<file path="config.mk">
export PLATFORM = sky130hd
export DESIGN_NAME = sign_frame_sequencer
export DESIGN_NICKNAME = d
export VERILOG_FILES = /design/src/rtl/sign_count_pkg.sv /design/src/rtl/sign_classifier.sv /design/src/rtl/sign_frame_sequencer.sv
export SDC_FILE = /design/constraint.sdc
export NUM_CORES = 1
export LEC_CHECK = 0
export BUFFER_PORTS_ARGS = -buffer_cell sky130_fd_sc_hd__clkbuf_2
export CAP_MARGIN = 10
export CORE_MARGIN = 2
export CORE_UTILIZATION = 57
export DETAILED_ROUTE_END_ITERATION = 7
export HOLD_SLACK_MARGIN = 0.12
export PLACE_DENSITY_LB_ADDON = 0.1
export SKIP_LAST_GASP = 1
export SLEW_MARGIN = 20
export SYNTH_ARGS = -nofsm -noshare
export SYNTH_HDL_FRONTEND = slang
export SYNTH_SLANG_ARGS = --single-unit
</file>
<file path="constraint.sdc">
create_clock -name clk -period 3.5 [get_ports clk]
set_input_delay 0 -clock clk [delete_from_list [all_inputs] [get_ports clk]]
set_output_delay 0 -clock clk [all_outputs]
set_load 0.01 [all_outputs]
</file>
<file path="src/rtl/sign_count_pkg.sv">
// Shared types for the sign-statistics frame sequencer.
// Latency: n/a (types and constants only).
// Backpressure: n/a.
//
// Contents: FSM state enum and the 2-bit sample class codes produced by
// sign_classifier and consumed by the counters in sign_frame_sequencer.
package sign_count_pkg;

   typedef enum logic [1:0] {
      IDLE    = 2'd0,
      COLLECT = 2'd1,
      REPORT  = 2'd2
   } state_t;

   localparam logic [1:0] CLS_NEG  = 2'd0;
   localparam logic [1:0] CLS_ZERO = 2'd1;
   localparam logic [1:0] CLS_POS  = 2'd2;

endpackage

</file>
<file path="src/rtl/sign_classifier.sv">
// Classifies one two's-complement sample as negative, zero or positive.
// Latency: combinational.
// Backpressure: none; pure function of the input.
//
// Ports:
//   data  in  N  signed sample
//   cls   out 2  class code (CLS_NEG / CLS_ZERO / CLS_POS)
module sign_classifier
   import sign_count_pkg::*;
#(
   parameter int N = 8
) (
   input  logic [N-1:0] data,
   output logic [1:0]   cls
);

   always_comb begin
      cls = CLS_POS;
      if (data[N-1]) begin
         cls = CLS_NEG;
      end else if (data == '0) begin
         cls = CLS_ZERO;
      end
   end

endmodule

</file>
<file path="src/rtl/sign_frame_sequencer.sv">
// Pulls a bounded frame of samples, counts negative/zero/positive, reports result.
// Latency: out_valid rises the cycle after the last sample handshake.
// Backpressure: in_ready only in COLLECT; result held in REPORT until out_ready.
//
// Ports:
//   clk, rst_n                  clock, async active-low reset
//   start, frame_len            frame request and its sample count (0 = ignored)
//   abort                       cancel current frame from any state
//   in_valid/in_ready/in_data   sample stream
//   out_valid/out_ready         result handshake
//   neg/zero/pos_count          result counts
//   busy                        frame in progress or result pending
module sign_frame_sequencer
   import sign_count_pkg::*;
#(
   parameter int N     = 8,
   parameter int LEN_W = 8
) (
   input  logic             clk,
   input  logic             rst_n,
   input  logic             start,
   input  logic [LEN_W-1:0] frame_len,
   input  logic             abort,
   input  logic             in_valid,
   output logic             in_ready,
   input  logic [N-1:0]     in_data,
   output logic             out_valid,
   input  logic             out_ready,
   output logic [LEN_W-1:0] neg_count,
   output logic [LEN_W-1:0] zero_count,
   output logic [LEN_W-1:0] pos_count,
   output logic             busy
);

   state_t           state;
   logic [LEN_W-1:0] remaining;
   logic [1:0]       cls;

   sign_classifier #(.N(N)) u_cls (
      .data (in_data),
      .cls  (cls)
   );

   // Handshake outputs decode straight from the state register, so there is
   // no path from any input to any output.
   assign in_ready  = (state == COLLECT);
   assign out_valid = (state == REPORT);
   assign busy      = (state != IDLE);

   logic start_ok;
   assign start_ok = start && (frame_len != '0);

   always_ff @(posedge clk or negedge rst_n) begin
      if (!rst_n) begin
         state      <= IDLE;
         remaining  <= '0;
         neg_count  <= '0;
         zero_count <= '0;
         pos_count  <= '0;
      end else if (abort) begin
         // Abort wins over everything, including a sample handshaking this cycle.
         state      <= IDLE;
         remaining  <= '0;
         neg_count  <= '0;
         zero_count <= '0;
         pos_count  <= '0;
      end else begin
         case (state)
            IDLE: begin
               if (start_ok) begin
                  state      <= COLLECT;
                  remaining  <= frame_len;
                  neg_count  <= '0;
                  zero_count <= '0;
                  pos_count  <= '0;
               end
            end
            COLLECT: begin
               if (in_valid) begin
                  case (cls)
                     CLS_NEG:  neg_count  <= neg_count  + LEN_W'(1);
                     CLS_ZERO: zero_count <= zero_count + LEN_W'(1);
                     default:  pos_count  <= pos_count  + LEN_W'(1);
                  endcase
                  remaining <= remaining - LEN_W'(1);
                  if (remaining == LEN_W'(1)) begin
                     state <= REPORT;
                  end
               end
            end
            REPORT: begin
               if (out_ready) begin
                  if (start_ok) begin
                     // Back-to-back frame: skip IDLE entirely.
                     state      <= COLLECT;
                     remaining  <= frame_len;
                     neg_count  <= '0;
                     zero_count <= '0;
                     pos_count  <= '0;
                  end else begin
                     state <= IDLE;
                  end
               end
            end
            default: state <= IDLE;
         endcase
      end
   end

endmodule

</file>
Yosys cells after proc, flatten, opt, wreduce, memory -nomap -nowiden
Cells that the tools add are included.
- register bits after elaboration: 34
- input port bits: 22
- output and inout port bits: 27
- logic and storage cells: 65
- $add $sub $neg: 4
- equality and inequality tests: 11
- multiplexer cells: 32
- reductions and logical operators: 13
- operators with widths (kind ; count):
    two-way mux 8 bit ; 19
    case mux 8 bit (3 select lines) ; 4
    adder 8 x 1 -> 8 bit (second input constant) ; 3
    AND reduction 4 bit ; 4
    two-way mux 2 bit ; 7
    != test 3 x 2 -> 1 bit (second input constant) ; 4
    != test 3 bit (second input constant) ; 3
    equality test 8 x 1 -> 1 bit (second input constant) ; 1
    zero test 8 bit ; 1
    nonzero test 8 bit ; 1
    subtractor 8 x 1 -> 8 bit (second input constant) ; 1
    case mux 2 bit (3 select lines) ; 1
    equality test 2 x 1 -> 1 bit (second input constant) ; 2
    zero test 2 bit ; 2
    nonzero test 4 bit ; 1
    AND reduction 3 bit ; 1
    equality test 2 bit (second input constant) ; 1
    nonzero test 2 bit ; 1
    OR reduction 2 bit ; 1
    logical AND 1 bit ; 1
    two-way mux 1 bit ; 1

Longest topological paths before layout
- word-level depth: 9
- depth in mapped cells: 8
- mapped depth without buffers: 6

Modules after synthesis
A second synthesis with hierarchy kept.
- cell total of the unflattened synthesis: 226
- area, all modules: 2029.4 um^2
- by module, submodules not included (module ; instances ; cells each ; area an instance (um^2) ; sequential area each (um^2)):
    sign_frame_sequencer ; 1 ; 222 ; 1991.9 ; 850.8
    sign_classifier ; 1 ; 4 ; 37.5 ; 0.0

Worst setup path after synthesis
OpenSTA, ideal clock, no wires.
- path kind: reg-to-reg
- start point: register state[1]
- end point: register pos_count[6]
- library setup time: 0.077 ns
- arrival: 1.714 ns
- data required time: 3.423 ns
- setup slack: 1.708 ns
- cell stages (with the launch flop): 9
- buffers on the path: 2
- period minus slack after synthesis: 1.792 ns
- cell sequence: dfrtp_1 nand2b_1 buf_6 inv_4 a21o_2 o22ai_2 buf_2 or3_1 a21oi_1
- word-level cells in the longest chain between the ends: 3
- elaborated cells on any way between the ends: 10
- those cells by class: 5 x eq/ne; 2 x mux; 3 x reduce/logical
- ends and longest elaborated chain (element ; RTL line ; source):
    start: declaration ; sign_frame_sequencer.sv:35 ; state_t state;
    start signal: assignment ; sign_frame_sequencer.sv:55 ; state <= IDLE;
    start signal: assignment ; sign_frame_sequencer.sv:62 ; state <= IDLE;
    start signal: assignment ; sign_frame_sequencer.sv:71 ; state <= COLLECT;
    equality test 2 x 1 -> 1 bit * ; - ;
    net in_ready ; sign_frame_sequencer.sv:25 ; output logic in_ready,
    != test 3 bit (no source line) (tied with other cells) ; - ;
    AND reduction 4 bit (no source line) / two-way mux 8 bit (equally long branches) ; - ;
    end signal: assignment ; sign_frame_sequencer.sv:83 ; default: pos_count <= pos_count + LEN_W'(1);
    end: declaration ; sign_frame_sequencer.sv:31 ; output logic [LEN_W-1:0] pos_count,
The timed path passes the listed nets; every way through them passes the cells marked *.
A chain may end at the register's enable or synchronous reset.

Worst setup path in the final report
- start point: register state[1]
- end point: register remaining[0]
- word-level cells in the longest chain between the ends: 3
- elaborated cells on any way between the ends: 9
- those cells by class: 4 x eq/ne; 2 x mux; 3 x reduce/logical
- ends and longest elaborated chain (element ; RTL line ; source):
    equality test 2 bit (tied with other cells) ; sign_frame_sequencer.sv:68 ; case (state)
    != test 3 x 2 -> 1 bit (no source line) (tied with other cells) ; - ;
    AND reduction 3 bit (no source line) / two-way mux 8 bit (equally long branches) ; - ;
    end signal: assignment ; sign_frame_sequencer.sv:72 ; remaining <= frame_len;
    end signal: assignment ; sign_frame_sequencer.sv:85 ; remaining <= remaining - LEN_W'(1);
    end signal: assignment ; sign_frame_sequencer.sv:96 ; remaining <= frame_len;
    end: declaration ; sign_frame_sequencer.sv:36 ; logic [LEN_W-1:0] remaining;
Parallel ways exist; a longest one is shown, timed or not.

==> impl_metrics.py <==
metrics = {
    "outcome": {
        "outcome": "completed",
    },
    "power_and_ir_drop": {
        "p_clk_frac": 0.282,
        "ir_drop_mv": 0.2355,
        "p_leak_nw": 1.113,
        "p_comb_frac": 0.192,
        "p_int_uw": 567.0,
        "switching_share": 0.3083,
        "powerDensity_nw_per_um2": 341.4,
        "p_switching_uw": 252.7,
        "seqPwrFrac": 0.526,
    },
    "cts": {
        "cts_tree": "done",
        "cts_setup_buffers": 0,
        "cts.sinks": 34,
        "htree_levels": 2,
        "clk_pin_slew_ps": 110,
        "cts_made_buffers": 5,
        "clock_latency_ps": 340,
        "root_buffer": "clkbuf_4",
        "ctsLongestPathBuffers": 2,
    },
    "sta": {
        "tightest_slew_ps": 823.3,
        "final-hold-violation-count": 0,
        "clock_skew_ps": 9.285,
        "relSlewSlack": 0.4512,
        "finalSetupViolCount": 0,
        "fin_tns_setup_ps": 0,
        "fmax_mhz": 429.0,
        "final_max_slew_viol_count": 0,
        "worst_slack_ps": 1169,
        "rsz0062_at_grt": "no",
        "period_needed_ps": 2331,
        "post-route-period-util": 0.6660,
    },
    "detailed_routing": {
        "antenna_left": 0,
        "drt_iter0_drc": 197,
        "wirelength_mm": 4.418,
        "drc_errors": 0,
        "drt_pass1_iterations": 4,
        "wl_per_cell_um": 13.72,
        "routed_via_density": 5.953,
        "vias": 1917,
    },
    "synth": {
        "ys_seq_elements": 34,
        "synth-simple-area-share": 0.2304,
        "synthTopCellsByArea": "dfrtp_1 (43%), o21ai_0 (6.8%), a21oi_1 (4.8%)",
        "yosysTopAreaCell": "dfrtp_1",
        "synth_top_family_by_area": "compound AO/OA/AOI/OAI gates",
        "synth_xor_area_frac": 0.008838,
        "syn_area_per_cell_um2": 9.050,
        "synth-edff-count": 0,
        "yosysWarningCount": 0,
        "synth_fa_ha_area_frac": 0.03157,
        "ys.flop_type": "dfrtp_1",
        "synth-compound-area-share": 0.2588,
        "synth_cell_type_count": 47,
        "async_flop_share": 1.000,
        "synth_top_cell_area_share": 0.4293,
        "synth_area_um2": 1982,
        "synthCells": 219,
        "yosysSeqAreaShare": 0.4293,
        "synthesis.nets": 246,
        "synthMuxAreaShare": 0,
    },
    "setup_path": {
        "crit_fanout": 14,
        "max_stage_delay_ps": 480,
        "critical_path_class": "reg -> reg",
        "crit_arrival_ps": 2570,
        "cp-end-kind": "flip-flop",
        "cp_slowest_cell": "dfrtp_1",
        "startpoint_type": "flip-flop",
        "cp_data_required_time_ps": 3740,
        "worstPathCellList": "nand2b_1 -> inv_4 -> a21o_2 -> nor2_1 -> buf_4 -> a211oi_1 -> a21o_1",
    },
    "grt": {
        "grt_busiest_layer": "met2",
        "grt_pass1_vias": 1735,
        "grt_remaining_overflow": 0,
        "met1_usage": 0.3193,
        "grt_max_degree": 35,
        "met3_usage": 0.05586,
        "antenna_found_initial": 0,
        "grt_usage": 0.2460,
        "met2_usage": 0.4096,
        "grt_pass1_wl_mm": 7.852,
    },
    "floorplanning": {
        "rows": 21,
        "die_area_um2": 3965,
        "ios": 49,
        "fp.coreArea_um2": 3337,
        "die_h_um": 62.97,
        "die_w_um": 62.97,
        "start_util": 0.5939,
    },
    "layout": {
        "drive_gt1_frac": 0.2355,
        "layout_common_cells": "clkbuf_2 (48), dfrtp_1 (34), o21ai_0 (27)",
        "antenna_cells": 0,
        "multiInputGateArea_um2": 1050,
        "final_common_cell": "clkbuf_2",
        "seq_area_um2": 850.8,
        "nNetsFinal": 302,
        "syn_to_final_growth_pct": 21.15,
        "fillCellCount": 285,
        "instances_no_fill": 322,
        "final_util": 0.7195,
    },
    "placed_design": {
        "place_inst": 303,
        "post-place-ws_ps": 1208,
        "place_congestion": 0.8032,
        "place.port_buffers": 48,
        "dp_hpwl_mm": 3.093,
    },
    "job": {
        "cap_violations": 0,
    },
    "hold_path": {
        "hp-class": "in -> reg",
    },
}
-- state kept, by name, indices dropped and copies added (netlist names) --
signal      cells
state           2
remaining       8
neg_count       8
zero_count      8
pos_count       8
-- cells in the mapped netlist (2+ instances only) --
library cell / number
or3_1: 9
nand4_1: 6
a21o_1: 2
o31ai_1: 12
dfrtp_1: 34
and2_1: 4
buf_2: 5
or4_1: 3
o21ai_0: 27
nor2_1: 14
nand2_1: 16
nand2b_1: 3
a31oi_1: 2
inv_1: 5
a22oi_1: 3
ha_1: 5
nand3_1: 7
nor3_1: 5
nor4_4: 2
nor4_1: 3
nor2b_1: 2
clkbuf_1: 3
a21oi_1: 19
and3_1: 3
o211ai_1: 3
-- worst paths after layout --
| kind | start | cells after the start | slack (ps) | end |
|---|---|---|---|---|
| setup / recovery | state[1]$_DFFE_PN0P_ | 7 | 1170 | remaining[0]$_DFFE_PN0P_ |
| hold / removal | start | 5 | 140 | state[0]$_DFFE_PN0P_ |
| setup reg to reg | state[1]$_DFFE_PN0P_ | 7 | 1170 | remaining[0]$_DFFE_PN0P_ |
| hold reg to reg | neg_count[7]$_DFFE_PN0P_ | 1 | 500 | neg_count[7]$_DFFE_PN0P_ |
| max in group asynchronous | rst_n | 2 | 2700 | zero_count[6]$_DFFE_PN0P_ |
| min in group asynchronous | rst_n | 2 | 270 | remaining[3]$_DFFE_PN0P_ |
-- area by class of cell --
cell class / instances / area share
clock buffers: 7 / 0.02293
clock inverters: 1 / 0.002084
inverters: 6 / 0.01042
multi-input cells: 168 / 0.4372
flip-flops and latches: 34 / 0.3544
well taps: 46 / 0.02397
repair buffers: 60 / 0.1490
-- through the flow --
step                      hold slack, ps  power (mW)  area (um^2)
after floorplan                   -295.6      0.5340         1982
after global placement             146.3      0.5831         2231
after detailed placement           138.6      0.5857         2231
after CTS                          141.6      0.8245         2401
after global routing               196.9      0.8670         2401
final                              138.7      0.8197         2401
-- kinds of logic after synthesis --
group / after synthesis
XOR/XNOR: 2
AO/OA/AOI/OAI: 80
buffers and inverters: 17
AND/OR/NAND/NOR: 81
adder cells (fa/ha/maj): 5
flip-flops: 34
-- worst max-delay path: cells and delay by family (launching register included) --
kind | cells | cell delay [ps]
and+or+nand+nor | 2 | 850
AOI/OAI and AO/OA | 3 | 530
DFF | 1 | 480
buffers and inverters | 2 | 380
-- layer usage --
layer	up-vias	wire, um
met5	-	0
met3	8	278
met2	65	2105
met1	905	1968
met4	0	66
li1	939	-
-- power groups by stage --
stage	Clock (mW)	Sequential [mW]	Combinational, mW
after CTS	0.237	0.431	0.157
after detailed placement	0	0.438	0.147
final	0.231	0.431	0.157
after floorplan	0	0.434	0.0996
after global placement	0	0.437	0.146
after global routing	0.254	0.435	0.178
-- repair_timing --
item | 4_1_cts | 5_1_grt
endpoints found under the setup margin | 0 | 0
resized for setup | 0 | 0
hold buffers | 11 | 0
endpoints found under the hold margin | 48 | 0
(Power assumes the default switching activity.)
